### src/rtl/coin_acceptor_if.sv
`default_nettype none
// +--------------------------------------------------------------------------+
// | coin_acceptor_if : sensor/accept inputs and coin strobe/status outputs   |
// | Revision 1.0                                                             |
// +--------------------------------------------------------------------------+
interface coin_acceptor_if;
  logic       nickel_sense;
  logic       dime_sense;
  logic       accept_en;
  logic [3:0] coin;
  logic       coin_valid;
  logic       reject;
  logic [3:0] fifo_count;
  logic [1:0] state;

  modport slave (
    input  nickel_sense, dime_sense, accept_en,
    output coin, coin_valid, reject, fifo_count, state
  );

  modport master (
    output nickel_sense, dime_sense, accept_en,
    input  coin, coin_valid, reject, fifo_count, state
  );
endinterface
`default_nettype wire

### src/rtl/coin_acceptor.sv
`default_nettype none
// +--------------------------------------------------------------------------+
// | coin_acceptor : debounced coin sensors -> event FIFO -> paced coin strobe|
// | Revision 1.0                                                             |
// +--------------------------------------------------------------------------+
module coin_acceptor #(
  parameter int DEBOUNCE_CYCLES = 4,
  parameter int FIFO_DEPTH      = 4,
  parameter int GAP_CYCLES      = 1
) (
  input  wire logic      clk_i,
  input  wire logic      rst_ni,
  coin_acceptor_if.slave bus
);
  localparam int         c_AW       = (FIFO_DEPTH > 1) ? $clog2(FIFO_DEPTH) : 1;
  localparam logic [3:0] c_DEB_LAST = 4'(DEBOUNCE_CYCLES - 1);
  localparam logic [3:0] c_DEPTH    = 4'(FIFO_DEPTH);
  localparam logic [2:0] c_GAP_LAST = (GAP_CYCLES > 0) ? 3'(GAP_CYCLES - 1) : 3'd0;
  localparam logic [3:0] c_NICKEL   = 4'd5;
  localparam logic [3:0] c_DIME     = 4'd10;

  typedef enum logic [1:0] {
    IDLE    = 2'b00,
    PRESENT = 2'b01,
    GAP     = 2'b10
  } state_e;

  logic [1:0]            sync1_q, sync2_q, deb_q;
  logic [3:0]            cnt_q [2];
  logic [1:0]            w_rise;
  logic [FIFO_DEPTH-1:0] mem_q;
  logic [c_AW-1:0]       wr_ptr_q, rd_ptr_q;
  logic [3:0]            count_q;
  logic                  reject_q;
  logic                  w_full, w_single, w_both, w_push, w_pop, w_reject;
  state_e                state_q, state_d;
  logic [2:0]            gap_q, gap_d;
  logic [3:0]            coin_q, coin_d;
  logic                  valid_q, valid_d;

  // Bit 0 is the nickel sensor, bit 1 the dime sensor throughout.
  always_ff @(posedge clk_i or negedge rst_ni) begin
    if (!rst_ni) begin
      sync1_q  <= '0;
      sync2_q  <= '0;
      deb_q    <= '0;
      cnt_q[0] <= '0;
      cnt_q[1] <= '0;
    end else begin
      sync1_q <= {bus.dime_sense, bus.nickel_sense};
      sync2_q <= sync1_q;
      for (int i = 0; i < 2; i++) begin
        if (sync2_q[i] == deb_q[i]) begin
          cnt_q[i] <= '0;
        end else if (cnt_q[i] == c_DEB_LAST) begin
          deb_q[i] <= sync2_q[i];
          cnt_q[i] <= '0;
        end else begin
          cnt_q[i] <= cnt_q[i] + 4'd1;
        end
      end
    end
  end

  // A rise is the edge on which the debounced level is about to go 0 -> 1.
  always_comb begin
    w_rise = '0;
    for (int i = 0; i < 2; i++) begin
      w_rise[i] = sync2_q[i] & ~deb_q[i] & (cnt_q[i] == c_DEB_LAST);
    end
  end

  assign w_full   = (count_q == c_DEPTH);
  assign w_single = ^w_rise;
  assign w_both   = &w_rise;
  assign w_push   = w_single & (~w_full | w_pop);
  assign w_reject = w_both | (w_single & w_full & ~w_pop);

  // FIFO entries store 1 for a dime, 0 for a nickel.
  always_ff @(posedge clk_i or negedge rst_ni) begin
    if (!rst_ni) begin
      mem_q    <= '0;
      wr_ptr_q <= '0;
      rd_ptr_q <= '0;
      count_q  <= '0;
      reject_q <= 1'b0;
    end else begin
      if (w_push) begin
        mem_q[wr_ptr_q] <= w_rise[1];
        wr_ptr_q        <= wr_ptr_q + c_AW'(1);
      end
      if (w_pop) begin
        rd_ptr_q <= rd_ptr_q + c_AW'(1);
      end
      count_q  <= count_q + {3'd0, w_push} - {3'd0, w_pop};
      reject_q <= w_reject;
    end
  end

  always_ff @(posedge clk_i or negedge rst_ni) begin
    if (!rst_ni) begin
      state_q <= IDLE;
      gap_q   <= '0;
      coin_q  <= '0;
      valid_q <= 1'b0;
    end else begin
      state_q <= state_d;
      gap_q   <= gap_d;
      coin_q  <= coin_d;
      valid_q <= valid_d;
    end
  end

  always_comb begin
    state_d = state_q;
    gap_d   = gap_q;
    coin_d  = '0;
    valid_d = 1'b0;
    w_pop   = 1'b0;
    case (state_q)
      IDLE: begin
        if ((count_q != 4'd0) && bus.accept_en) begin
          w_pop   = 1'b1;
          coin_d  = mem_q[rd_ptr_q] ? c_DIME : c_NICKEL;
          valid_d = 1'b1;
          state_d = PRESENT;
        end
      end
      PRESENT: begin
        gap_d   = '0;
        state_d = (GAP_CYCLES > 0) ? GAP : IDLE;
      end
      GAP: begin
        if (gap_q == c_GAP_LAST) begin
          state_d = IDLE;
        end else begin
          gap_d = gap_q + 3'd1;
        end
      end
      default: state_d = IDLE;
    endcase
  end

  assign bus.coin       = coin_q;
  assign bus.coin_valid = valid_q;
  assign bus.reject     = reject_q;
  assign bus.fifo_count = count_q;
  assign bus.state      = state_q;
endmodule
`default_nettype wire

### src/flat_wrapper.sv
// flat-port wrapper written by rule: the top's interface ports become plain ports
module coin_acceptor_flat 
#(
  parameter int DEBOUNCE_CYCLES = 4,
  parameter int FIFO_DEPTH      = 4,
  parameter int GAP_CYCLES      = 1
)
  (clk_i, rst_ni, bus_nickel_sense, bus_dime_sense, bus_accept_en, bus_coin, bus_coin_valid, bus_reject, bus_fifo_count, bus_state);
  coin_acceptor_if bus_i ();
  input  wire logic clk_i;
  input  wire logic rst_ni;
  input wire logic [$bits(bus_i.nickel_sense)-1:0] bus_nickel_sense;
  input wire logic [$bits(bus_i.dime_sense)-1:0] bus_dime_sense;
  input wire logic [$bits(bus_i.accept_en)-1:0] bus_accept_en;
  output wire logic [$bits(bus_i.coin)-1:0] bus_coin;
  output wire logic [$bits(bus_i.coin_valid)-1:0] bus_coin_valid;
  output wire logic [$bits(bus_i.reject)-1:0] bus_reject;
  output wire logic [$bits(bus_i.fifo_count)-1:0] bus_fifo_count;
  output wire logic [$bits(bus_i.state)-1:0] bus_state;
  assign bus_i.nickel_sense = bus_nickel_sense;
  assign bus_i.dime_sense = bus_dime_sense;
  assign bus_i.accept_en = bus_accept_en;
  assign bus_coin = bus_i.coin;
  assign bus_coin_valid = bus_i.coin_valid;
  assign bus_reject = bus_i.reject;
  assign bus_fifo_count = bus_i.fifo_count;
  assign bus_state = bus_i.state;
  coin_acceptor #(.DEBOUNCE_CYCLES(DEBOUNCE_CYCLES), .FIFO_DEPTH(FIFO_DEPTH), .GAP_CYCLES(GAP_CYCLES)) u_core (.clk_i(clk_i), .rst_ni(rst_ni), .bus(bus_i));
endmodule
### config.mk
export PLATFORM = sky130hd
export DESIGN_NAME = coin_acceptor_flat
export DESIGN_NICKNAME = d
export VERILOG_FILES = /design/src/rtl/coin_acceptor_if.sv /design/src/rtl/coin_acceptor.sv /design/src/flat_wrapper.sv
export SDC_FILE = /design/constraint.sdc
export NUM_CORES = 1
export LEC_CHECK = 0
export ABC_AREA = 0
export CAP_MARGIN = 20
export CORE_UTILIZATION = 59
export CTS_BUF_LIST = sky130_fd_sc_hd__clkbuf_4 sky130_fd_sc_hd__clkbuf_8
export DETAILED_ROUTE_END_ITERATION = 16
export DONT_BUFFER_PORTS = 1
export PLACE_DENSITY = 0.78
export REMOVE_ABC_BUFFERS = 1
export SETUP_SLACK_MARGIN = 0.05
export SLEW_MARGIN = 5
export SYNTH_ARGS = -nofsm -noshare
export SYNTH_HDL_FRONTEND = slang
export SYNTH_SLANG_ARGS = --single-unit
### constraint.sdc
create_clock -name clk_i -period 2.2 [get_ports clk_i]
set_input_delay 0.55 -clock clk_i [delete_from_list [all_inputs] [get_ports clk_i]]
set_output_delay 0.55 -clock clk_i [all_outputs]
set_load 0.1 [all_outputs]
==> summary.txt, run 1 <==
Power and ir drop
  – Static leakage: 1.05 nW
  – PwrDens: 1400 mW/mm2
  – VDD IR max: 0.00139 V

GRT
  – Most crowded layer after global routing: met2
  – First-pass GRT wire length: 5.59 mm
  – Largest net degree at the start of global routing: 36
  – Met3 GRT Util: 7.67%
  – Met1 global-route usage: 27.1%
  – GR met2 Demand/Resource: 40.3%
  – Tot GR Track Use: 23.8%
  – GRT overflow: 0
  – Antenna violations before repair: 0
  – Vias in the first global route: 1258

Worst setup path
  – Crit. path cell count: 9
  – CP max FO: 4
  – Critical Path Source Type: flip-flop
  – Crit path top cell by count: inv_2
  – Slowest CP cell: fa_2
  – Crit path capture type: flip-flop
  – CP Class: reg -> reg
  – Worst r2r path cells: 9
  – Crit path max-delay family: adder cells
  – CP bufs+invs: 4
  – Critical Path RT: 2440 ps
  – CP peak stage delay: 510 ps
  – Worst EP arrival: 2490 ps
  – CP Cell Sequence: inv_2, ha_4, a2111oi_4, ha_1, inv_2, ha_4, inv_2, fa_2, inv_1

Synth
  – Largest family of logic cells by synthesized area: adder cells
  – Synth top cells by count: dfrtp_1 (35), ha_1 (17), inv_1 (17), nand2_1 (9), xor2_1 (5)
  – Post-synth ARST share: 100%
  – Synth warn: 0
  – Post-synthesis mux area share: 4.76%
  – Synthesized area per cell: 11.7 um2
  – Post-synthesis adder-cell area fraction: 13.4%
  – Most common cell in the netlist: dfrtp_1
  – Yosys top cell area share: 50.5%
  – Post-synth cell types: 35
  – Top_reg_cell synth: dfrtp_1
  – Simple-gate share of the synthesized area: 12.6%
  – Syn Inst Count: 148
  – Sequential share of the synthesized area: 50.5%
  – Main area contributors after synthesis: dfrtp_1 (50%), ha_1 (12%), inv_1 (3.7%)
  – Xor/xnor cell area share of the yosys netlist: 3.53%
  – Post-synthesis compound-gate area fraction: 10.2%
  – Post-synth EDFFs: 0
  – Post-Syn Area: 0.00174 mm2
  – Area leader, netlist: dfrtp_1
  – Post-synthesis sequential element count: 35

Finish
  – Core Util, Final: 78.3%
  – # diodes: 0
  – Layout cells sized above 1: 36.6%
  – # fillers: 172
  – Nets: 208
  – Syn-to-layout area delta: 25.5%
  – Final Cell Area: 0.00218 mm2
  – Final Non-Filler Cells: 217

Place
  – Post-DP Area: 0.00193 mm2
  – IO Port Bufs: 0
  – Routability Congestion: 0.693
  – Placed cells: 199
  – HPWL Detailed: 2.28 mm

CTS
  – CTS tree: yes
  – Clock Sink Count: 35
  – Clock Pin Slew Worst Setup and Hold Paths: 100 ps
  – H-tree levels: 2
  – CTS buffer count: 5
  – Clock buffer depth: 2
  – Clock Latency Late Sink: 340 ps
  – Root Driver: clkbuf_4

Route
  – Total iterations of the first detailed-routing run: 4
  – Avg WL per Cell: 15.2 um
  – Final wirelength: 3.29 mm
  – Post-route ant nets: 0
  – DR vias/cell: 5.56
  – DRT iter0 DRCs: 28
  – Total number of vias: 1206
  – DRC violations left: 0

Timing
  – Crit path time final: 2250 ps
  – RSZ-0062 raised after global routing: yes
  – Fin. Hold Viols: 0
  – Clk_skew: 1.70 ps
  – Fmax: 0.445 GHz
  – Slew headroom: 56.9%
  – Final setup margin: -45.0 ps
  – Worst slew pin tran: 630 ps
  – Hold WS: 27.5 ps
  – Setup TNS: -57.2 ps
  – Fin crit share: 102%
  – Final setup violation count: 2
  – Final Max Slew Viols: 0

Status
  – Status: finished with violations
  – Failing checks: setup timing

Die
  – Die height: 56.2 um
  – I/O pin total: 17
  – Die width: 56.2 um
  – Die ar.: 0.00316 mm2
  – Initial Util: 62.4%
  – # rows: 19
  – Core Region: 0.00278 mm2

Hold path
  – Hold/Removal Path Class: in -> async

Run
  – Max_cap viols: 0
==> registers in the layout (all words and copies together), names as in the netlist <==
signal,cells
u_core.wr_ptr_q,2
u_core.gap_q,3
u_core.sync1_q,2
u_core.mem_q,4
u_core.sync2_q,2
u_core.bus.coin_valid,1
u_core.rd_ptr_q,2
u_core.bus.reject,1
u_core.bus.coin,2
u_core.cnt_q,8
u_core.deb_q,2
u_core.bus.fifo_count,4
u_core.bus.state,2
==> where the power goes <==
group	internal, mW	switching [mW]
logic	0.645	1.13
registers	0.813	0.114
clock network	0.149	0.208
==> placed cells by master (no fill, tap or decap), types with 3 or more instances in the layout <==
| master | instances |
|---|---|
| a21oi_1 | 3 |
| a31oi_1 | 4 |
| buf_4 | 33 |
| clkbuf_4 | 7 |
| dfrtp_1 | 33 |
| ha_1 | 11 |
| ha_4 | 4 |
| inv_1 | 12 |
| inv_2 | 5 |
| mux2_1 | 4 |
| nand2_1 | 9 |
| nand2b_1 | 4 |
| nand3b_1 | 3 |
| nor2_1 | 3 |
| nor2b_1 | 4 |
| nor3_1 | 3 |
| nor4b_1 | 3 |
| o21ai_0 | 4 |
| xor2_1 | 5 |
==> layer usage <==
layer	wire length, um	share of wire [%]	up-vias
li1	-	-	583
met1	1360	41	591
met2	1720	52	24
met3	131	4.0	8
met4	69	2.1	0
met5	0	0	-
==> layout make-up <==
cell class | instances | area (um2) | area share, %
clock buffer | 7 | 52.6 | 2.41
clock inverter | 1 | 5.00 | 0.230
inverter | 17 | 63.8 | 2.93
multi-input combinational | 92 | 871 | 40.0
sequential | 35 | 878 | 40.3
tap | 31 | 38.8 | 1.78
timing repair buffer | 34 | 268 | 12.3
==> repair_timing <==
item                                   in CTS  in global routing
resized for setup                          18                  5
buffers inserted                            5                  4
setup endpoints to repair                   3                  3
pin swaps                                   8                  4
hold buffers                                1                  0
endpoints found under the hold margin      35                  0
==> kinds of logic after synthesis <==
family | count (synthesis)
AND/OR/NAND/NOR | 38
flip-flops | 35
AO/OA/AOI/OAI | 23
buffers and inverters | 21
adder cells (fa/ha/maj) | 18
XOR/XNOR | 7
multiplexers | 6
==> worst reg2reg max path, cell delays in order, from the launching register on <==
cell and delay [ps]:
dfrtp_1 390, inv_2 70, ha_4 180, a2111oi_4 400
ha_1 310, inv_2 80, ha_4 140, inv_2 30
fa_2 510, inv_1 40
==> worst paths after layout <==
check / start / end / slack, ps
max: u_core.bus.fifo_count[2]$_DFF_PN0_ / u_core.bus.fifo_count[1]$_DFF_PN0_ / -50
min: rst_ni / u_core.deb_q[1]$_DFFE_PN0P_ / 30
max reg2reg: u_core.bus.fifo_count[2]$_DFF_PN0_ / u_core.bus.fifo_count[1]$_DFF_PN0_ / -50
min reg2reg: u_core.sync1_q[0]$_DFF_PN0_ / u_core.sync2_q[0]$_DFF_PN0_ / 360
max in group asynchronous: rst_ni / u_core.bus.coin[1]$_DFF_PN0_ / 1980
min in group clk_i: bus_nickel_sense / u_core.sync1_q[0]$_DFF_PN0_ / 230
==> through the flow <==
stage	power (mW)	setup slack, ps
2_1_floorplan	2.03	-882
3_3_place_gp	2.37	-67.7
3_5_place_dp	2.46	-148
4_1_cts	2.97	-47.5
5_1_grt	3.25	-108
6_report	3.06	-45.0
Note: power is estimated with default switching activity, not from simulation.
==> run 2, diff against run 1 <==
Settings changed: GPL_TIMING_DRIVEN set to 0, RECOVER_POWER set to 50.
==> run 2 against run 1 <==
  * The flow finishes with violations (capacitance limit, slew limit, setup timing)
  * Critical path depth decreased by 1
  * Global-route usage decreased by 2.4 points
  * Die area unchanged
  * First-iteration DRC count decreased by 46%
  * Sequential power increased by 65%
  * Routed wire length decreased by 1.7%
  * Combinational power decreased by 39%
  * Critical path type unchanged
==> summary.txt, run 2 (same netlist as run 1, synthesis figures left out) <==
Status
  – Status: finished with violations (unchanged)
  – Failing checks: capacitance limit, slew limit, setup timing (was setup timing)

GRT
  – First-pass GRT wire length: 5.02 mm (was 5.59 mm)
  – Tot GR Track Use: 21.4% (was 23.8%)
  – Vias in the first global route: 1090 (was 1258)
  – Largest net degree at the start of global routing: 36 (unchanged)
  – GRT overflow: 0 (unchanged)
  – Antenna violations before repair: 0 (unchanged)

Power and ir drop
  – Static leakage: 0.936 nW (was 1.05 nW)
  – VDD IR max: 0.00134 V (was 0.00139 V)
  – Pwr Total: 3.03 mW (was 3.06 mW)
  – PwrDens: 1440 mW/mm2 (was 1400 mW/mm2)

Finish
  – Commonest non-fill, non-tap cells in the layout: dfrtp_1 (28), inv_1 (13), ha_1 (12) (was buf_4 (33), dfrtp_1 (33), inv_1 (12))
  – Nets: 185 (was 208)
  – Commonest non-fill, non-tap cell in the layout: dfrtp_1
  – Syn-to-layout area delta: 21.3% (was 25.5%)
  – Largest reg by FF count: u_core.cnt_q (unchanged)
  – Core Util, Final: 75.7% (was 78.3%)
  – Max FFs per register: 8 (unchanged)
  – Final Cell Area: 0.00211 mm2 (was 0.00218 mm2)
  – Layout cells sized above 1: 32.5% (was 36.6%)
  – # diodes: 0 (unchanged)
  – Multi-input logic area: 925 um2 (was 871 um2)
  – Final Non-Filler Cells: 194 (was 217)
  – # fillers: 171 (was 172)
  – FF+latch area: 895 um2 (was 878 um2)

Timing
  – Crit path time final: 2490 ps (was 2250 ps)
  – Final Max Slew Viols: 36 (was 0)
  – Slew headroom: -20.6% (was 56.9%)
  – Fin. Hold Viols: 0 (unchanged)
  – Setup TNS: -1510 ps (was -57.2 ps)
  – RSZ-0062 raised after global routing: yes (unchanged)
  – Fmax: 0.402 GHz (was 0.445 GHz)
  – Final setup margin: -287 ps (was -45.0 ps)
  – Worst slew pin tran: 1810 ps (was 630 ps)
  – Hold WS: 217 ps (was 27.5 ps)
  – Fin crit share: 113% (was 102%)
  – Clk_skew: 8.30 ps (was 1.70 ps)
  – Final setup violation count: 8 (was 2)

CTS
  – H-tree levels: 2 (unchanged)
  – Clock buffer depth: 2 (unchanged)
  – Clock Latency Late Sink: 350 ps (was 340 ps)
  – Clock Pin Slew Worst Setup and Hold Paths: 110 ps (was 100 ps)
  – Root Driver: clkbuf_4 (unchanged)
  – CTS tree: yes (unchanged)
  – CTS buffer count: 5 (unchanged)
  – Clock Sink Count: 35 (unchanged)

Place
  – IO Port Bufs: 0 (unchanged)
  – Routability Congestion: 0.758 (was 0.693)
  – Placed cells: 176 (was 199)
  – DP Worst Slack: -1240 ps (was -148 ps)
  – Post-DP Area: 0.00178 mm2 (was 0.00193 mm2)
  – HPWL Detailed: 1.84 mm (was 2.28 mm)

Hold path
  – Worst Hold Path EP: u_core.sync1_q[0]$_DFF_PN0_
  – Hold_sp: bus_nickel_sense
  – Hold/Removal Path Class: in -> reg (was in -> async)
  – WHS Path Cells: 0

Worst setup path
  – CP Class: reg -> reg (unchanged)
  – Critical Path Source Type: flip-flop (unchanged)
  – Slowest CP cell: dfrtp_4 (was fa_2)
  – Crit path capture type: flip-flop (unchanged)
  – FF-to-FF End: u_core.bus.fifo_count[1]$_DFF_PN0_ (unchanged)
  – Setup slack, reg-to-reg: -290 ps (was -50 ps)
  – CP Cell Sequence: inv_4, ha_4, or4b_4, a31oi_4, ha_4, inv_2, fa_1, inv_1 (was inv_2, ha_4, a2111oi_4, ha_1, inv_2, ha_4, inv_2, fa_2, inv_1)
  – Worst EP arrival: 2740 ps (was 2490 ps)
  – CP bufs+invs: 3 (was 4)
  – Crit path max-delay family: adder cells (unchanged)
  – Worst r2r path cells: 8 (was 9)
  – Reg-to-Reg Start: u_core.bus.fifo_count[2]$_DFF_PN0_ (unchanged)
  – CP max FO: 3 (was 4)
  – Critical Path RT: 2460 ps (was 2440 ps)
  – CP peak stage delay: 650 ps (was 510 ps)
  – Crit path top cell by count: ha_4 (was inv_2)

Die
  – Die width: 56.2 um (unchanged)
  – Core Region: 0.00278 mm2 (unchanged)
  – I/O pin total: 17 (unchanged)
  – # rows: 19 (unchanged)
  – Die height: 56.2 um (unchanged)
  – Initial Util: 62.4% (unchanged)
  – Die ar.: 0.00316 mm2 (unchanged)

Run
  – Max_cap viols: 1 (was 0)

Route
  – DR vias/cell: 5.84 (was 5.56)
  – Total iterations of the first detailed-routing run: 4 (unchanged)
  – Total number of vias: 1132 (was 1206)
  – DRT iter0 DRCs: 15 (was 28)
  – Avg WL per Cell: 16.7 um (was 15.2 um)
  – Final wirelength: 3.23 mm (was 3.29 mm)
  – Post-route ant nets: 0 (unchanged)
  – DRC violations left: 0 (unchanged)
==> run 2: cell count changes in the layout (fill, tap and decap cells not counted), moves of 4 or more <==
cell     change
dfrtp_1      -5
a31oi_1      -4
mux2_4       +4
buf_4       -26
dfrtp_4      +4
mux2_1       -4
==> run 2: repair_timing <==
item,4_1_cts,5_1_grt
resized for setup,22,22
buffers inserted,6,4
pin swaps,9,11
endpoints found under the setup margin,16,9
hold buffers,1,0
endpoints found under the hold margin,35,0
==> run 2: layout make-up <==
class / count / share of cell area [%]
repair buffers: 11 / 5.05
well taps: 31 / 1.84
flip-flops and latches: 35 / 42.5
inverters: 17 / 3.27
multi-input cells: 92 / 43.9
clock buffers: 8 / 3.45
==> run 2: worst max path at each step <==
stage / startpoint / cells past startpoint / endpoint / slack [ps]
finish: u_core.bus.fifo_count[2]$_DFF_PN0_ / 8 / u_core.bus.fifo_count[1]$_DFF_PN0_ / -290
global route: u_core.bus.fifo_count[1]$_DFF_PN0_ / 8 / u_core.bus.fifo_count[1]$_DFF_PN0_ / -380
CTS: u_core.bus.fifo_count[3]$_DFF_PN0_ / 8 / u_core.bus.fifo_count[1]$_DFF_PN0_ / -280
detailed placement: u_core.bus.fifo_count[1]$_DFF_PN0_ / 8 / u_core.bus.fifo_count[1]$_DFF_PN0_ / -1240
global placement: u_core.bus.fifo_count[1]$_DFF_PN0_ / 8 / u_core.bus.fifo_count[2]$_DFF_PN0_ / -1190
floorplan: u_core.bus.fifo_count[1]$_DFF_PN0_ / 8 / u_core.bus.fifo_count[1]$_DFF_PN0_ / -880
==> run 2: metal layers <==
metal / part of all wire [%] / up-vias / GRT usage [%] / routed length [um]
met1: 43 / 572 / 26.6 / 1380
met4: 2.2 / 0 / 8.01 / 70
li1: - / 534 / - / -
met2: 52 / 20 / 33.8 / 1670
met3: 3.5 / 6 / 8.60 / 114
met5: 0 / - / 0 / 0
==> run 2: where the power goes <==
part	leakage, nW	total, mW	internal (mW)	switching (mW)
Clock	0.0420	0.422	0.200	0.221
Combinational	0.452	1.08	0.514	0.568
Sequential	0.442	1.53	0.832	0.698
Total	0.936	3.03	1.55	1.49
==> RTL edit 1: new RTL, config.mk and constraints of run 2 <==
`FIFO_DEPTH` is set to 4 in 2 places; all go to 2.
--- a/src/rtl/coin_acceptor.sv
+++ b/src/rtl/coin_acceptor.sv
@@ -5,7 +5,7 @@
 // +--------------------------------------------------------------------------+
 module coin_acceptor #(
   parameter int DEBOUNCE_CYCLES = 4,
-  parameter int FIFO_DEPTH      = 4,
+  parameter int FIFO_DEPTH      = 2,
   parameter int GAP_CYCLES      = 1
 ) (
   input  wire logic      clk_i,
--- a/src/flat_wrapper.sv
+++ b/src/flat_wrapper.sv
@@ -2,7 +2,7 @@
 module coin_acceptor_flat 
 #(
   parameter int DEBOUNCE_CYCLES = 4,
-  parameter int FIFO_DEPTH      = 4,
+  parameter int FIFO_DEPTH      = 2,
   parameter int GAP_CYCLES      = 1
 )
   (clk_i, rst_ni, bus_nickel_sense, bus_dime_sense, bus_accept_en, bus_coin, bus_coin_valid, bus_reject, bus_fifo_count, bus_state);
Function: same outputs for any inputs over 10 cycles, from zero or initial values and one cycle with rst_ni low; that may be too few to reach the edited logic, so the function may still have changed.
==> RTL edit 1 against run 2 <==
The run still ends with max-capacitance violations, max-slew violations, negative setup slack left; non-clock buffer count down 4; sequential cell count fell by 4; area after synthesis fell by 14%; wire length is 22% lower; design area down 17%; setup slack better by 230 ps.
Power is left out: the tool's default activity adds up to more than one toggle a clock period on the data nets, which glitch-free logic cannot reach.
==> RTL edit 1: results <==
metrics = {
    "yosys": {
        "ys_seq_area_share_pct": 52.1,
        "synth_adder_area_share_pct": 11.4,
        "synth_common_cells": "dfrtp_1, inv_1, ha_1",
        "synthMuxAreaShare_pct": 3.45,
        "postSynth.asyncResetShare_pct": 100,
        "synthXorXnorAreaFrac_pct": 3.53,
        "synth_compound_area_share_pct": 8.40,
        "yosysUniqueCellTypes": 33,
        "ys_top_cells_by_area": "dfrtp_1, ha_1, inv_1",
    },
    "outcome": {
        "status": "finished with violations",
        "violations": "max-capacitance violations, max-slew violations, negative setup slack",
    },
    "critical_path": {
        "crit_arrival_ps": 2490,
        "r2r_cells": 11,
    },
    "sta": {
        "skew_ps": 9.76,
        "maxSlewViolCount": 32,
        "fin_ws_ps": -59.2,
        "setup_viol": 1,
        "fin_tns_setup_ps": -59.2,
        "slew-limit-headroom_pct": -5.57,
    },
    "grt": {
        "grt_pass1_wl_microns": 4230,
        "grt_max_degree": 32,
        "grt_pass1_vias": 1026,
        "grt_antenna_before_repair": 0,
        "grt_use_total_pct": 22.6,
        "grt_overflow_total": 0,
    },
    "layout": {
        "drive_gt1_share_pct": 36.8,
        "n_antenna_cell": 0,
        "nets": 153,
        "fillers": 148,
    },
    "placed_design": {
        "place_area_sq_um": 1490,
        "gp_congestion": 0.729,
        "dp_hpwl_microns": 1630,
    },
    "detailed_routing": {
        "vias": 914,
        "wl_per_cell_microns": 15.3,
        "drt-initial-drc-count": 17,
    },
    "job": {
        "max_cap_violations": 1,
    },
    "clock_network": {
        "root_buffer": "clkbuf_4",
        "clk_pin_slew_worst_paths_ps": 100,
    },
}
RTL edit 1: critical path, stage by stage, from the launching register on:
cell	delay (ps)
dfrtp_4	640
inv_4	120
ha_4	150
nand2b_4	60
o21ai_4	130
inv_2	70
ha_4	220
inv_4	50
ha_4	120
inv_2	30
fa_2	520
inv_2	30
RTL edit 1: kinds of logic after synthesis:
group | after synthesis
mux | 4
xor+xnor | 6
flops | 31
fa+ha+maj | 13
buf+inv | 20
compound gates | 18
simple gates | 33
RTL edit 1: final timing paths:
path	slack, ps	end	from
max reg2reg	-60	u_core.bus.fifo_count[1]	u_core.bus.fifo_count[2]
min in group asynchronous	590	u_core.bus.reject	rst_ni
max	-60	u_core.bus.fifo_count[1]	u_core.bus.fifo_count[2]
min	230	u_core.sync1_q[1]	bus_dime_sense
max in group asynchronous	480	u_core.bus.state[1]	rst_ni
min reg2reg	360	u_core.sync2_q[0]	u_core.sync1_q[0]
RTL edit 1: through the flow:
stage | hold slack, ps | cells | worst slack (ps)
detailed placement | 255 | 149 | -650
CTS | 29.3 | 163 | -96.7
global placement | 255 | 149 | -556
finish | 229 | 164 | -59.2
global route | 207 | 164 | -123
floorplan | 254 | 121 | -443
RTL edit 1: cell type report:
class | count | area [sq um] | area share (%)
well taps | 28 | 35.0 | 2.01
flip-flops and latches | 31 | 796 | 45.6
clock inverters | 2 | 35.0 | 2.01
clock buffers | 6 | 51.3 | 2.94
multi-input cells | 74 | 711 | 40.7
inverters | 16 | 67.6 | 3.87
repair buffers | 7 | 48.8 | 2.80
RTL edit 1: repair_timing:
action	in CTS	in global routing
pin swaps	8	4
resized for setup	32	4
endpoints found under the hold margin	31	0
gates cloned	0	0
endpoints found under the setup margin	4	3
setup buffers	5	1
hold buffers	1	0
RTL edit 1: per-layer routing:
metal / routed length, microns / vias to the layer above / GRT usage (%)
li1: - / 436 / -
met2: 1300 / 16 / 38.0
met3: 119 / 5 / 6.96
met1: 1060 / 457 / 25.0
met5: 0 / - / 0
met4: 30 / 0 / 13.2
==> RTL edit 2: new RTL, flow settings as in run 2 <==
Made on the original files. Compare `count_q` against `c_DEPTH` with >= in place of ==.
--- a/src/rtl/coin_acceptor.sv
+++ b/src/rtl/coin_acceptor.sv
@@ -70,7 +70,7 @@
     end
   end
 
-  assign w_full   = (count_q == c_DEPTH);
+  assign w_full   = (count_q >= c_DEPTH);
   assign w_single = ^w_rise;
   assign w_both   = &w_rise;
   assign w_push   = w_single & (~w_full | w_pop);
Function: same outputs for any inputs over 10 cycles, from zero or initial values and one cycle with rst_ni low; that may be too few to reach the edited logic, so the function may still have changed.
==> RTL edit 2 against run 2 <==
Critical endpoint unchanged; sequential cell count stayed put; area after synthesis down 3.2%; first-iteration DRC count grew to 2.7 times the old value; setup slack improved by 250 ps; clock power decreased by 16%; sequential power rose by 3%; power fell by 9.7%; count of clock-buffer cells in the layout decreased by 1; wire length decreased by 4.6%; design area fell by 7.7%; die area shrank 3.1%; the flow finishes with violations (negative setup slack).
==> RTL edit 2: results <==
metrics = {
    "outcome": {
        "status": "finished with violations",
        "violations": "negative setup slack",
    },
    "placed_design": {
        "pre_cts_ws_ps": -762,
        "place_inst": 168,
        "gp_congestion": 0.713,
        "place_area_sq_um": 1690,
        "dp_hpwl_microns": 2050,
    },
    "detailed_routing": {
        "highest_layer": "met4",
        "wl_met3_microns": 117,
        "wl_met1_microns": 1300,
        "drt-initial-drc-count": 40,
        "wl_met2_microns": 1600,
        "wl_per_cell_microns": 16.2,
        "postRouteWirelength_microns": 3080,
    },
    "yosys": {
        "ys_seq_area_share_pct": 52.1,
        "synth_common_cells": "dfrtp_1, inv_1, ha_1",
        "synthCells": 143,
        "ys_top_cells_by_area": "dfrtp_1, ha_1, inv_1",
    },
    "sta": {
        "slew-limit-headroom_pct": 2.62,
        "whs_ps": 230,
        "fin_tns_setup_ps": -63.4,
        "maxSlewViolCount": 0,
        "finalCritPeriodShare_pct": 102,
        "fin_ws_ps": -40.0,
        "setup_viol": 2,
        "skew_ps": 7.65,
    },
    "grt": {
        "grt_pass1_wl_microns": 5370,
        "met2_usage_pct": 39.6,
        "grt_use_total_pct": 23.2,
        "grt_util_met3_pct": 7.49,
        "grt_pass1_vias": 1196,
    },
    "power": {
        "ir_drop_uv": 1230,
        "power.leakage_nw": 0.923,
        "clockPowerShare_pct": 13.0,
        "p_switching_mw": 1.34,
        "power_frac_seq_pct": 57.3,
        "power_mw": 2.74,
    },
    "layout": {
        "fillers": 169,
        "nets": 180,
        "drive_gt1_share_pct": 28.7,
    },
    "hold_path": {
        "hp-start": "bus_nickel_sense",
    },
    "critical_path": {
        "cp_max_fo": 9,
        "crit_arrival_ps": 2480,
        "r2r_cells": 8,
    },
    "clock_network": {
        "clk_latency_ps": 330,
    },
}
## RTL edit 2: cell count changes in the layout (fill, tap and decap cells not counted), sizes merged, moves of 2 or more
cell	delta
xnor2	+2
and2	-2
a22o	-2
o211ai	+5
a31oi	-5
a2111oi	-3
and3	+2
nand2	-5
buf	+2
nor2	+3
xor2	-2
ha	-2
## RTL edit 2: cell families (layout without fill, tap and decap cells)
family                   after synthesis  count (layout)  share of synthesized area (%)
XOR/XNOR                               7               7                           3.65
flip-flops                            35              35                           52.1
AND/OR/NAND/NOR                       34              34                           12.4
AO/OA/AOI/OAI                         22              22                           8.64
multiplexers                           7               7                           5.29
adder cells (fa/ha/maj)               16              16                           12.4
buffers and inverters                 22              39                           5.51
## RTL edit 2: how the worst max path moves through the flow
stage | startpoint | endpoint | slack, ps | cells past startpoint
detailed placement | u_core.bus.fifo_count[2] | u_core.bus.fifo_count[2] | -760 | 9
finish | u_core.bus.state[1] | u_core.bus.fifo_count[1] | -40 | 8
CTS | u_core.bus.fifo_count[3] | u_core.bus.fifo_count[1] | -30 | 9
global route | u_core.bus.fifo_count[2] | u_core.bus.fifo_count[1] | -110 | 9
floorplan | u_core.bus.fifo_count[2] | u_core.bus.fifo_count[1] | -480 | 9
global placement | u_core.bus.fifo_count[2] | u_core.bus.fifo_count[2] | -670 | 9
## RTL edit 2: repair_timing
action	in CTS	in global routing
pin swaps	8	2
setup buffers	10	3
hold buffers	1	0
endpoints found under the hold margin	35	0
gates resized for setup	27	2
gates cloned	0	0
setup endpoints to repair	11	3
## RTL edit 2: layout make-up
cell class,instances,area (sq um),share of cell area [%]
well taps,30,37.5,1.93
multi-input cells,86,776,39.9
flip-flops and latches,35,896,46.1
clock inverters,1,5.00,0.258
inverters,17,68.8,3.54
clock buffers,7,52.6,2.70
repair buffers,14,108,5.54
